`src/rtl/upc_pkg.sv`:
```
// upc_pkg: shared types and helpers for the UPC checkout block.
//   state_t          - checkout FSM state encoding (IDLE/SCAN/DONE)
//   DEF_DISC_MASK    - default discount lookup (P | (U & C) for {U,P,C})
//   DEF_STOLEN_MASK  - default stolen lookup (~P & (U | ~C) for {U,P,C})
//   classify()       - mask lookup returning {disc, stolen}
package upc_pkg;

  typedef enum logic [1:0] {
    IDLE = 2'd0,
    SCAN = 2'd1,
    DONE = 2'd2
  } state_t;

  localparam logic [7:0] DEF_DISC_MASK   = 8'hEC;
  localparam logic [7:0] DEF_STOLEN_MASK = 8'h31;

  // The lookup function works on the widest supported code; callers
  // zero-extend their code and masks to these widths.
  localparam int MAX_CODE_W = 8;
  localparam int MASK_W     = 2 ** MAX_CODE_W;

  // Returns {disc, stolen}. An item is stolen only when its code is in the
  // stolen set and it carries no secret (paid) mark.
  function automatic logic [1:0] classify(
    input logic [MAX_CODE_W-1:0] code,
    input logic                  mark,
    input logic [MASK_W-1:0]     disc_mask,
    input logic [MASK_W-1:0]     stolen_mask
  );
    return {disc_mask[code], stolen_mask[code] & ~mark};
  endfunction

endpackage

```
`src/rtl/upc_classify.sv`:
```
// upc_classify: combinational per-item classifier.
//   code   (in,  CODE_W) product code
//   mark   (in,  1)      secret mark, 1 = paid/authorised
//   disc   (out, 1)      code is discounted
//   stolen (out, 1)      code is in the stolen set and unmarked
// With the default masks this reproduces the lab's LEDR[0]/LEDR[1] equations.
module upc_classify import upc_pkg::*; #(
  parameter int                    CODE_W      = 3,
  parameter logic [2**CODE_W-1:0] DISC_MASK   = DEF_DISC_MASK,
  parameter logic [2**CODE_W-1:0] STOLEN_MASK = DEF_STOLEN_MASK
) (
  input  logic [CODE_W-1:0] code,
  input  logic              mark,
  output logic              disc,
  output logic              stolen
);

  logic [1:0] res;

  always_comb begin
    res = classify(MAX_CODE_W'(code), mark, MASK_W'(DISC_MASK), MASK_W'(STOLEN_MASK));
  end

  assign disc   = res[1];
  assign stolen = res[0];

endmodule

```
`src/rtl/upc_checkout.sv`:
```
// upc_checkout: sequential UPC checkout accumulator.
//   clk, reset            clock, synchronous active-high reset
//   start/finish/ack      open transaction / close it / consumer read totals
//   in_valid/in_ready     item handshake; in_code, in_mark item payload
//   item_vld/disc/stolen  per-item result, exactly one cycle after accept
//   item/disc/stolen_count running transaction totals (CNT_W bits)
//   full                  item_count has reached MAX_ITEMS
//   alarm                 sticky: a stolen item was seen this transaction
//   done_valid            totals are final and held (DONE state)
//   state_o               FSM state: 0 IDLE, 1 SCAN, 2 DONE
module upc_checkout import upc_pkg::*; #(
  parameter int                    CODE_W      = 3,
  parameter logic [2**CODE_W-1:0] DISC_MASK   = DEF_DISC_MASK,
  parameter logic [2**CODE_W-1:0] STOLEN_MASK = DEF_STOLEN_MASK,
  parameter int                    MAX_ITEMS   = 15,
  localparam int                   CNT_W       = $clog2(MAX_ITEMS + 1)
) (
  input  logic              clk,
  input  logic              reset,
  input  logic              start,
  input  logic              finish,
  input  logic              ack,
  input  logic              in_valid,
  output logic              in_ready,
  input  logic [CODE_W-1:0] in_code,
  input  logic              in_mark,
  output logic              item_vld,
  output logic              item_disc,
  output logic              item_stolen,
  output logic [CNT_W-1:0]  item_count,
  output logic [CNT_W-1:0]  disc_count,
  output logic [CNT_W-1:0]  stolen_count,
  output logic              full,
  output logic              alarm,
  output logic              done_valid,
  output logic [1:0]        state_o
);

  state_t state, state_nx;
  logic   accept;
  logic   take;    // accept that actually updates totals (not dropped by restart)
  logic   clear;   // wipe totals and alarm for a fresh transaction
  logic   cls_disc, cls_stolen;

  upc_classify #(
    .CODE_W      (CODE_W),
    .DISC_MASK   (DISC_MASK),
    .STOLEN_MASK (STOLEN_MASK)
  ) u_classify (
    .code   (in_code),
    .mark   (in_mark),
    .disc   (cls_disc),
    .stolen (cls_stolen)
  );

  // in_ready depends only on registered state, never on in_valid.
  assign full       = (item_count == CNT_W'(MAX_ITEMS));
  assign in_ready   = (state == SCAN) && !full;
  assign accept     = in_valid && in_ready;
  assign done_valid = (state == DONE);
  assign state_o    = state;

  always_ff @(posedge clk) begin
    if (reset) begin
      state <= IDLE;
    end else begin
      state <= state_nx;
    end
  end

  always_comb begin
    state_nx = state;
    clear    = 1'b0;
    take     = 1'b0;
    case (state)
      IDLE: begin
        if (start) begin
          state_nx = SCAN;
          clear    = 1'b1;
        end
      end
      SCAN: begin
        // A restart wins over both a same-cycle item and a same-cycle finish.
        if (start) begin
          clear = 1'b1;
        end else begin
          take = accept;
          if (finish) begin
            state_nx = DONE;
          end
        end
      end
      DONE: begin
        if (ack) begin
          state_nx = IDLE;
        end
      end
      default: begin
        state_nx = IDLE;
      end
    endcase
  end

  // Totals and the one-cycle item result stage.
  always_ff @(posedge clk) begin
    if (reset) begin
      item_count   <= '0;
      disc_count   <= '0;
      stolen_count <= '0;
      alarm        <= 1'b0;
      item_vld     <= 1'b0;
      item_disc    <= 1'b0;
      item_stolen  <= 1'b0;
    end else begin
      item_vld    <= take;
      item_disc   <= take & cls_disc;
      item_stolen <= take & cls_stolen;
      if (clear) begin
        item_count   <= '0;
        disc_count   <= '0;
        stolen_count <= '0;
        alarm        <= 1'b0;
      end else if (take) begin
        item_count   <= item_count + CNT_W'(1);
        disc_count   <= disc_count + CNT_W'(cls_disc);
        stolen_count <= stolen_count + CNT_W'(cls_stolen);
        alarm        <= alarm | cls_stolen;
      end
    end
  end

endmodule

```
`config.mk`:
```
export PLATFORM = sky130hd
export DESIGN_NAME = upc_checkout
export DESIGN_NICKNAME = d
export VERILOG_FILES = /design/src/rtl/upc_pkg.sv /design/src/rtl/upc_classify.sv /design/src/rtl/upc_checkout.sv
export SDC_FILE = /design/constraint.sdc
export NUM_CORES = 1
export LEC_CHECK = 0
export ABC_CLOCK_PERIOD_IN_PS = 3500
export CAP_MARGIN = 20
export CELL_PAD_IN_SITES_DETAIL_PLACEMENT = 0
export CELL_PAD_IN_SITES_GLOBAL_PLACEMENT = 2
export CORE_UTILIZATION = 27
export DETAILED_ROUTE_END_ITERATION = 16
export GPL_TIMING_DRIVEN = 0
export PLACE_DENSITY = 0.82
export SETUP_SLACK_MARGIN = 0.5
export SLEW_MARGIN = 20
export SYNTH_ARGS = -nofsm -noshare
export SYNTH_HDL_FRONTEND = slang
export SYNTH_SLANG_ARGS = --single-unit
```
`constraint.sdc`:
```
create_clock -name clk -period 3.5 [get_ports clk]
set_clock_uncertainty 0.1 [all_clocks]
set_input_delay 1.05 -clock clk [delete_from_list [all_inputs] [get_ports clk]]
set_output_delay 1.05 -clock clk [all_outputs]
set_load 0.05 [all_outputs]
```
==> run_results.csv, run 1 <==
group,metric,value,unit
status,status,"finished, final reports clean",
critical_path,crit_chain,"ha_1, nand3_4, clkinvlp_4, clkbuf_4, clkbuf_4",
timing,worst_pin_slew,0.5100,ns
synth,syn_area_per_cell,9.431,sq um
cells_and_area,num_antenna_cells,0,
die,dieArea,3480,sq um
cts,cts_num_sinks,18,
grt,overflow,0,
pwr,power_density,311.8,nW/um^2
placement,dp.cells,167,
cells_and_area,area_growth,44.51,%
synth,synth_area_leader_cell,"dfxtp_1",
critical_path,worstSetupPathType,"register to primary output",
synth,synth_fa_ha_area_share,7.133,%
route,drc_errors,0,
synth,synth_top_area_share,41.08,%
synth,synth_fp_nets,108,
placement,routabilityCongestion,0.6958,
route,ant_nets,0,
timing,max_freq,338.8,MHz
die,rows,20,
route,dr.pass1.iters,4,
timing,maxSlewHeadroom,65.89,%
pwr,power.leakage,0.0004433,uW
placement,port-buffer-count,30,
die,initial_core_util,28.50,%
synth,synth_top_family_by_area,"simple AND/OR/NAND/NOR gates",
synth,synthDistinctLibCells,28,
cts,htreeDepth,1,
cts,clockBufferDepth,2,
timing,setup_violations,0,
timing,drv_slew,0,
critical_path,cp_common_cell,"clkbuf_4",
pwr,peakVddDrop,0.2469,mV
grt,grt_pass1_wl,3588,microns
cells_and_area,nets,143,
timing,whs,0.3839,ns
critical_path,critPathArrivalTime,1.80,ns
placement,pre_cts_ws,0.2601,ns
synth,synth.area.mux_share,0,%
critical_path,slowest_stage,"dfxtp_1",
cts,clockRootBuffer,"clkbuf_4",
synth,ys_seq_elements,18,
route,drtIter0Drc,22,
timing,finalHoldViolations,0,
cells_and_area,multiInputGateArea,457.9,sq um
cts,cts_tree,"done",
synth,synth_seq_area_share,41.08,%
route,via_per_inst,4.842,
cells_and_area,fill_cells,295,
timing,finalCritPeriodShare,84.33,%
critical_path,ff2ff_setup_slack,1.69,ns
synth,yosysWarnings,0,
die,die_w,59.00,microns
synth,synth-simple-area-share,26.11,%
placement,placed_area,1232,sq um
synth,synth_compound_area_share,18.97,%
route,wirelength,2187,microns
synth,netlist_area,877.1,sq um
timing,tns,0,ns
critical_path,start_kind,"register",
grt,grt_pass1_vias,765,
cts,cts-hold-fix-buffers,0,
synth,yosys-top-cells-area,"dfxtp_1, a21oi_1, ha_1",
cells_and_area,drive_gt1_share,14.17,%
route,wl_per_cell,12.79,microns
die,ioPinCount,31,
cells_and_area,final_cells,171,
placement,dp_hpwl,1532,microns
cts,numCtsBuffers,3,
cts,cts.clk_slew.worst_paths,0.12,ns
cts,cts_resized,4,
timing,setup_slack,0.5483,ns
critical_path,cp_slowest_stage_delay,0.42,ns
die,core,3078,sq um
cells_and_area,register_area,360.3,sq um
critical_path,critPathCaptureType,"primary output",
die,die-height,59.00,microns
cts,insertion_delay,0.30,ns
synth,synth-xor-area-share,0,%
critical_path,cp_max_fo,10,
cells_and_area,layout_common_cells,"clkdlybuf4s50_1, dfxtp_1, a21oi_1, nand3_1, o21ai_0",
cells_and_area,final_common_cell,"clkdlybuf4s50_1",
grt,track_usage,13.82,%
cells_and_area,fin_area,1267,sq um
grt,antenna_found_initial,0,
cts,cts_setup_buffers,0,
synth,synth_cells,93,
critical_path,required,2.35,ns
job,maxCapViolCount,0,
route,route.vias.total,828,
timing,rsz0062_at_grt,"yes",
worst_hold_path,min_path_type,"register to register",
timing,min_period,2.952,ns
grt,grt_start_max_net_pins,11,
-- flip-flops by register name, summed over array words and instances (netlist names) --
signal	flops
disc_count	4
item_count	4
stolen_count	4
state_o	2
alarm	1
item_disc	1
item_stolen	1
item_vld	1
-- kinds of logic (layout without fill, tap and decap cells) --
kind of cell,after synthesis,after routing
simple gates,32,32
compound gates,28,28
flops,18,18
buf+inv,10,44
fa+ha+maj,5,5
-- final timing paths --
check,from,end,cells after the start
hold reg to reg,disc_count[3]$_SDFFE_PP0P_,disc_count[3]$_SDFFE_PP0P_,2
hold / removal,disc_count[3]$_SDFFE_PP0P_,disc_count[3]$_SDFFE_PP0P_,2
setup / recovery,item_count[0]$_SDFFE_PP0P_,full,5
setup reg to reg,item_count[0]$_SDFFE_PP0P_,disc_count[3]$_SDFFE_PP0P_,5
-- power breakdown --
part           internal, uW  switching (uW)
sequential              207            2.75
clock                  63.4            74.1
combinational          22.0            26.1
total                   292             103
-- critical path: cells and delay by family (launching register included) --
family	cells	cell delay (ns)
and+or+nand+nor	1	0.17
DFF	1	0.42
adders and majority gates	1	0.25
buffers and inverters	3	0.65
-- cell usage after synthesis --
master and number:
nor2_1 5, and4bb_2 1, a41oi_1 1, nand2_1 1, nand3_1 8, inv_1 6
or4_1 4, o21ai_0 6, a32oi_1 1, or3_2 2, and3_2 1, a21o_2 1
ha_1 5, clkbuf_8 1, buf_2 2, o31ai_1 5, nand4bb_4 1, nor3b_1 2
dlymetal6s2s_1 1, and4b_1 1, nand3_4 1, a21o_1 1, nand2b_1 1, and2b_2 1
a21oi_1 13, dfxtp_1 18, and2_1 1, nor3_1 2
-- layout make-up --
| class | count | share of cell area (%) |
|---|---|---|
| multi-input cells | 65 | 36.13 |
| flip-flops and latches | 18 | 28.43 |
| repair buffers | 30 | 23.10 |
| well taps | 44 | 4.344 |
| plain buffers | 4 | 3.060 |
| clock buffers | 4 | 2.863 |
| inverters | 6 | 2.073 |
-- per-stage QoR --
| step | power, uW | utilization (%) |
|---|---|---|
| 2_1_floorplan | 240.3 | - |
| 3_3_place_gp | 262.7 | 40.04 |
| 3_5_place_dp | 263.4 | 40.04 |
| 4_1_cts | 399.3 | 41.22 |
| 5_1_grt | 410.0 | 41.18 |
| 6_report | 395.2 | 41.18 |
-- per-layer routing --
metal / vias up / share of wire (%) / global-route usage [%] / wire (microns)
met5: - / 0 / 0 / 0
met4: 0 / 0 / 2.041 / 0
met3: 0 / 5.8 / 4.585 / 126
met2: 29 / 46 / 22.89 / 1014
met1: 387 / 48 / 17.87 / 1046
li1: 412 / - / - / -
No activity file was read; power rests on OpenSTA's default activity.
==> run 2, diff against run 1 <==
--- a/config.mk
+++ b/config.mk
@@ -5,14 +5,14 @@
 export SDC_FILE = /design/constraint.sdc
 export NUM_CORES = 1
 export LEC_CHECK = 0
-export ABC_CLOCK_PERIOD_IN_PS = 3500
+export ABC_CLOCK_PERIOD_IN_PS = 3050
 export CAP_MARGIN = 20
 export CELL_PAD_IN_SITES_DETAIL_PLACEMENT = 0
 export CELL_PAD_IN_SITES_GLOBAL_PLACEMENT = 2
-export CORE_UTILIZATION = 27
+export CORE_UTILIZATION = 25
 export DETAILED_ROUTE_END_ITERATION = 16
 export GPL_TIMING_DRIVEN = 0
-export PLACE_DENSITY = 0.82
+export PLACE_DENSITY = 0.77
 export SETUP_SLACK_MARGIN = 0.5
 export SLEW_MARGIN = 20
 export SYNTH_ARGS = -nofsm -noshare
==> constraint.sdc (replaced) <==
create_clock -name clk -period 3.05 [get_ports clk]
set_clock_uncertainty 0.1 [all_clocks]
set_input_delay 0.915 -clock clk [delete_from_list [all_inputs] [get_ports clk]]
set_output_delay 0.915 -clock clk [all_outputs]
set_load 0.05 [all_outputs]
==> run 2 against run 1 <==
Effect of this change:
- sequential power up 14%
- combinational power up 17%
- highest routed layer is now met4
- critical path depth up 3
- register-to-register slack worse by 0.31 ns
- flip-flop and latch count unchanged
- setup slack worse by 0.019 ns
- final cell count up 2.3%
- core utilization down 1.6 points
- count of clock-buffer cells in the layout down 1
- worst hold slack worse by 0.0049 ns
- global-route usage down 2.0 points
- cell area up 4.1%
==> run_results.csv, run 2 (synthesis results as in run 1) <==
group,metric,value,unit
critical_path,critPathArrivalTime,2.65,ns
cts,cts_tree,"done",
cells_and_area,top_regs,"disc_count: 4 flops, item_count: 4 flops, stolen_count: 4 flops",
route,via_per_inst,4.669,
die,ioPinCount,31,
worst_hold_path,hold_depth,2,
die,die_w,61.23,microns
grt,antenna_found_initial,0,
die,rows,21,
route,wl_per_cell,12.25,microns
die,die-height,61.23,microns
timing,rsz0062_at_grt,"yes",
critical_path,worst-path-buf-inv,2,
critical_path,worstSetupPathType,"primary input to register",
pwr,seqPwrFrac,57.8,%
critical_path,critPathCaptureType,"register",
placement,routabilityCongestion,0.6812,
critical_path,r2r-end,"stolen_count[3]$_SDFFE_PP0P_",
worst_hold_path,min_path_type,"register to register",
placement,port-buffer-count,30,
timing,maxSlewHeadroom,66.03,%
critical_path,start_kind,"primary input",
pwr,power_density,314.5,nW/um^2
cells_and_area,final_cells,175,
job,maxCapViolCount,0,
critical_path,cp_top_family,"simple AND/OR/NAND/NOR gates",
timing,min_period,2.521,ns
timing,drv_slew,0,
pwr,power,415.2,uW
critical_path,ff2ff_setup_slack,1.38,ns
placement,pre_cts_ws,-0.009873,ns
status,status,"finished, final reports clean",
cells_and_area,drive_gt1_share,21.71,%
route,drtIter0Drc,13,
critical_path,crit_chain,"clkdlybuf4s50_1, nand2b_4, and2_4, ha_2, ha_1, inv_1, or4_4, a21oi_2",
grt,grt_start_max_net_pins,11,
worst_hold_path,hold_path_startpoint,"disc_count[3]$_SDFFE_PP0P_",
route,drc_errors,0,
cts,htreeDepth,1,
placement,placed_area,1237,sq um
timing,setup_slack,0.5294,ns
pwr,peakVddDrop,0.1798,mV
cells_and_area,num_antenna_cells,0,
cts,cts-hold-fix-buffers,0,
grt,overflow,0,
grt,grt_pass1_vias,695,
cells_and_area,nets,146,
cts,numCtsBuffers,3,
worst_hold_path,hold_end,"disc_count[3]$_SDFFE_PP0P_",
route,dr.pass1.iters,2,
timing,max_freq,396.7,MHz
cts,cts.clk_slew.worst_paths,0.11,ns
placement,dp_hpwl,1519,microns
timing,worst_pin_slew,0.5088,ns
cells_and_area,layout_common_cells,"clkdlybuf4s50_1, dfxtp_1, a21oi_1, nand3_1, dlymetal6s2s_1",
timing,setup_violations,0,
critical_path,slowest_stage,"or4_4",
die,dieArea,3749,sq um
cells_and_area,final_common_cell,"clkdlybuf4s50_1",
pwr,pwr-share-clk,28.6,%
critical_path,cp_slowest_stage_delay,0.51,ns
critical_path,required,3.18,ns
critical_path,cp_max_fo,2,
grt,track_usage,11.85,%
route,wirelength,2144,microns
cells_and_area,fin_area,1320,sq um
pwr,swShare,25.69,%
critical_path,worstRegToRegCells,6,
timing,whs,0.3790,ns
route,ant_nets,0,
die,core,3337,sq um
cts,clockRootBuffer,"clkbuf_4",
critical_path,rr_startpoint,"item_count[0]$_SDFFE_PP0P_",
die,initial_core_util,26.28,%
cts,cts_num_sinks,18,
cts,insertion_delay,0.29,ns
timing,finalCritPeriodShare,82.64,%
pwr,netSwitchingPower,106.7,uW
pwr,p_int,308.6,uW
timing,finalHoldViolations,0,
route,route.vias.total,817,
cells_and_area,area_growth,50.50,%
pwr,comb_power_share,13.6,%
pwr,power.leakage,0.0005992,uW
placement,dp.cells,169,
grt,grt_pass1_wl,3249,microns
cts,clockBufferDepth,2,
run 2: cell types whose count changed in the layout (fill, tap and decap cells not counted), moves of 4 or more:
cell,before,now
dlymetal6s2s_1,1,7
clkdlybuf4s50_1,28,17
buf_4,0,4
dlygate4sd2_1,0,5
run 2: power groups by stage:
stage / clock network (uW) / logic [uW] / registers (uW)
2_1_floorplan: 0 / 22.4 / 253
3_5_place_dp: 0 / 56.1 / 246
4_1_cts: 124 / 55.2 / 241
6_report: 119 / 56.5 / 240
3_3_place_gp: 0 / 55.9 / 246
5_1_grt: 135 / 60.4 / 240
run 2: through the flow:
step                      utilization [%]  setup TNS, ns
after floorplan                         -              0
after global placement              37.08              0
after detailed placement            37.08      -0.009873
after CTS                           37.80              0
after global routing                39.56              0
final                               39.56              0
run 2: metal layers:
| layer | wire [microns] | vias up | global-route usage, % |
|---|---|---|---|
| met5 | 0 | - | 0 |
| met4 | 10 | 0 | 2.922 |
| met3 | 104 | 2 | 3.992 |
| met2 | 953 | 22 | 18.32 |
| met1 | 1077 | 375 | 15.90 |
| li1 | - | 418 | - |
run 2: final cells by class:
| class | instances | area (sq um) |
|---|---|---|
| multi-input combinational | 65 | 480.5 |
| clock buffer | 3 | 22.52 |
| timing repair buffer | 33 | 330.3 |
| tap | 46 | 57.56 |
| inverter | 6 | 25.02 |
| sequential | 18 | 365.4 |
| fill | 353 | 2017 |
| buffer | 4 | 38.79 |
run 2: worst max-delay path by stage:
stage,start,depth (start not counted),endpoint
2_1_floorplan,item_count[0]$_SDFFE_PP0P_,4,full
3_3_place_gp,item_count[0]$_SDFFE_PP0P_,5,full
3_5_place_dp,item_count[0]$_SDFFE_PP0P_,5,full
4_1_cts,item_count[0]$_SDFFE_PP0P_,5,full
5_1_grt,in_code[2],8,stolen_count[2]$_SDFFE_PP0P_
6_report,in_code[2],8,stolen_count[2]$_SDFFE_PP0P_
run 2: tightest hold or removal path, stage by stage (launching register included):
cell and delay (ns):
dfxtp_1 0.33, o31ai_1 0.06, a21oi_1 0.05
run 2: timing repair:
item                       4_1_cts  5_1_grt
setup endpoints to repair        8        9
pin swaps                        0        1
gates resized for setup         20       15
buffers inserted                 1        2
==> run 3, diff against run 2 <==
--- a/config.mk
+++ b/config.mk
@@ -5,7 +5,7 @@
 export SDC_FILE = /design/constraint.sdc
 export NUM_CORES = 1
 export LEC_CHECK = 0
-export ABC_CLOCK_PERIOD_IN_PS = 3050
+export ABC_CLOCK_PERIOD_IN_PS = 2550
 export CAP_MARGIN = 20
 export CELL_PAD_IN_SITES_DETAIL_PLACEMENT = 0
 export CELL_PAD_IN_SITES_GLOBAL_PLACEMENT = 2
==> constraint.sdc (replaced) <==
create_clock -name clk -period 2.55 [get_ports clk]
set_clock_uncertainty 0.1 [all_clocks]
set_input_delay 0.765 -clock clk [delete_from_list [all_inputs] [get_ports clk]]
set_output_delay 0.765 -clock clk [all_outputs]
set_load 0.05 [all_outputs]
==> run 3 against run 2 <==
Effect of this change:
- clock power grew 51%
- count of clock-buffer cells in the layout up 1
- sequential share of layout area shrank 1.6 points
- critical endpoint is now in_ready
- largest power group unchanged
==> run_results.csv, run 3 (synthesis results as in run 1) <==
group,metric,value,unit
cells_and_area,register_area,375.4,sq um
cells_and_area,drive_gt1_share,45.00,%
cts,htreeDepth,1,
grt,grt_use_met2,19.41,%
cts,cts-hold-fix-buffers,0,
critical_path,r2r-end,"disc_count[3]$_SDFFE_PP0P_",
worst_hold_path,hold_depth,1,
cts,clockRootBuffer,"clkbuf_4",
grt,antenna_found_initial,0,
timing,max_freq,465.7,MHz
die,ioPinCount,31,
critical_path,rr_startpoint,"item_count[0]$_SDFFE_PP0P_",
timing,worst_pin_slew,0.4942,ns
placement,dp_hpwl,1485,microns
cells_and_area,fill_cells,347,
placement,pre_cts_ws,-0.2626,ns
grt,grt_pass1_wl,3567,microns
grt,grt_pass1_vias,755,
critical_path,worstSetupPathType,"register to primary output",
critical_path,critPathCaptureType,"primary output",
worst_hold_path,hold_end,"state_o[0]$_SDFFE_PP0P_",
cts,clockBufferDepth,2,
timing,rsz0062_at_grt,"yes",
cts,cts.clk_slew.worst_paths,0.12,ns
die,dieArea,3749,sq um
cts,cts_tree,"done",
die,die-height,61.23,microns
grt,grt_busiest_layer,"met2",
route,dr.pass1.iters,2,
critical_path,required,1.69,ns
critical_path,slowest_stage,"dfxtp_4",
critical_path,ff2ff_setup_slack,0.81,ns
cells_and_area,multiInputGateArea,511.7,sq um
cts,cts_num_sinks,18,
grt,grtUsageMet1,18.22,%
cells_and_area,final_common_cell,"buf_4",
route,wl_per_cell,11.87,microns
worst_hold_path,hold_path_startpoint,"state_o[1]$_SDFFE_PP0P_",
pwr,power_density,372.8,nW/um^2
timing,drv_slew,0,
critical_path,start_kind,"register",
timing,finalHoldViolations,0,
critical_path,cp_max_fo,4,
cts,numCtsBuffers,3,
critical_path,worstRegToRegCells,7,
critical_path,cp_slowest_stage_delay,0.37,ns
grt,overflow,0,
cells_and_area,num_antenna_cells,0,
route,ant_nets,0,
timing,maxSlewHeadroom,67.18,%
worst_hold_path,min_path_type,"register to register",
timing,finalCritPeriodShare,84.20,%
route,drtIter0Drc,12,
grt,use_met3,4.202,%
pwr,power.leakage,0.0005543,uW
route,via_per_inst,4.704,
die,initial_core_util,26.28,%
grt,track_usage,12.88,%
pwr,peakVddDrop,0.3027,mV
route,wirelength,2208,microns
die,rows,21,
route,route.vias.total,875,
timing,setup_slack,0.4029,ns
die,die_w,61.23,microns
timing,min_period,2.147,ns
timing,setup_violations,0,
critical_path,crit_chain,"ha_4, nand3_4, and3_4, buf_8",
placement,routabilityCongestion,0.6861,
cells_and_area,top_regs,"disc_count: 4 flops, item_count: 4 flops, stolen_count: 4 flops",
die,core,3337,sq um
cells_and_area,nets,156,
route,drc_errors,0,
placement,port-buffer-count,30,
critical_path,critPathArrivalTime,1.28,ns
job,maxCapViolCount,0,
cts,insertion_delay,0.30,ns
placement,placed_area,1256,sq um
cells_and_area,layout_common_cells,"buf_4, a21oi_1, dfxtp_1, clkdlybuf4s15_2, nand3_1",
cells_and_area,fin_area,1439,sq um
grt,grt_start_max_net_pins,11,
cells_and_area,area_growth,64.05,%
status,status,"finished, final reports clean",
## run 3: cell count changes in the layout (fill, tap and decap cells not counted), moves of 3 or more
cell	before	now
buf_4	4	13
buf_8	0	3
clkbuf_2	0	4
clkdlybuf4s15_2	0	11
clkdlybuf4s50_1	17	4
dfxtp_1	16	12
dlymetal6s2s_1	7	1
## run 3: final cells by class
type	count	area share (%)
Buffer	4	3.217
Clock buffer	4	2.522
Inverter	6	1.739
Multi-Input combinational cell	65	35.57
Sequential cell	18	26.09
Tap cell	46	4.000
Timing Repair Buffer	43	26.87
## run 3: worst max path at each step
| stage | slack [ns] | startpoint | end |
|---|---|---|---|
| 6_report | 0.40 | item_count[0]$_SDFFE_PP0P_ | in_ready |
| 5_1_grt | 0.34 | item_count[0]$_SDFFE_PP0P_ | in_ready |
| 4_1_cts | 0.34 | item_count[0]$_SDFFE_PP0P_ | full |
| 3_5_place_dp | -0.26 | item_count[0]$_SDFFE_PP0P_ | full |
| 3_3_place_gp | -0.26 | item_count[0]$_SDFFE_PP0P_ | full |
| 2_1_floorplan | 0.48 | item_count[0]$_SDFFE_PP0P_ | full |
## run 3: report_power, final
part	switching [uW]	internal (uW)	leakage [uW]
sequential	3.79	282	0.000149
clock	92.6	87.0	0.0000210
combinational	38.0	33.4	0.000384
total	134	402	0.000554
## run 3: critical path, delay by kind of cell (launching register included)
kind | cells | cell delay, ns
flops | 1 | 0.37
simple gates | 2 | 0.31
fa+ha+maj | 1 | 0.16
buf+inv | 1 | 0.14
## run 3: per-layer routing
metal,vias up,wire [microns]
li1,439,-
met1,412,1059
met2,22,1029
met3,2,105
met4,0,13
met5,-,0
## run 3: stage by stage
step	total power (uW)	instances	hold WS (ns)	TNS (ns)	utilization (%)
floorplan	328.4	93	0.4720	0	-
global placement	360.2	169	0.3589	-0.3423	37.65
detailed placement	359.5	169	0.3746	-0.3540	37.65
CTS	545.4	177	0.3932	0	41.17
global route	561.9	186	0.4192	0	43.12
finish	536.5	186	0.3788	0	43.12
## run 3: what timing repair did
action,CTS,global route
gates resized for setup,79,16
pin swaps,6,5
setup endpoints to repair,25,11
buffers inserted,4,9
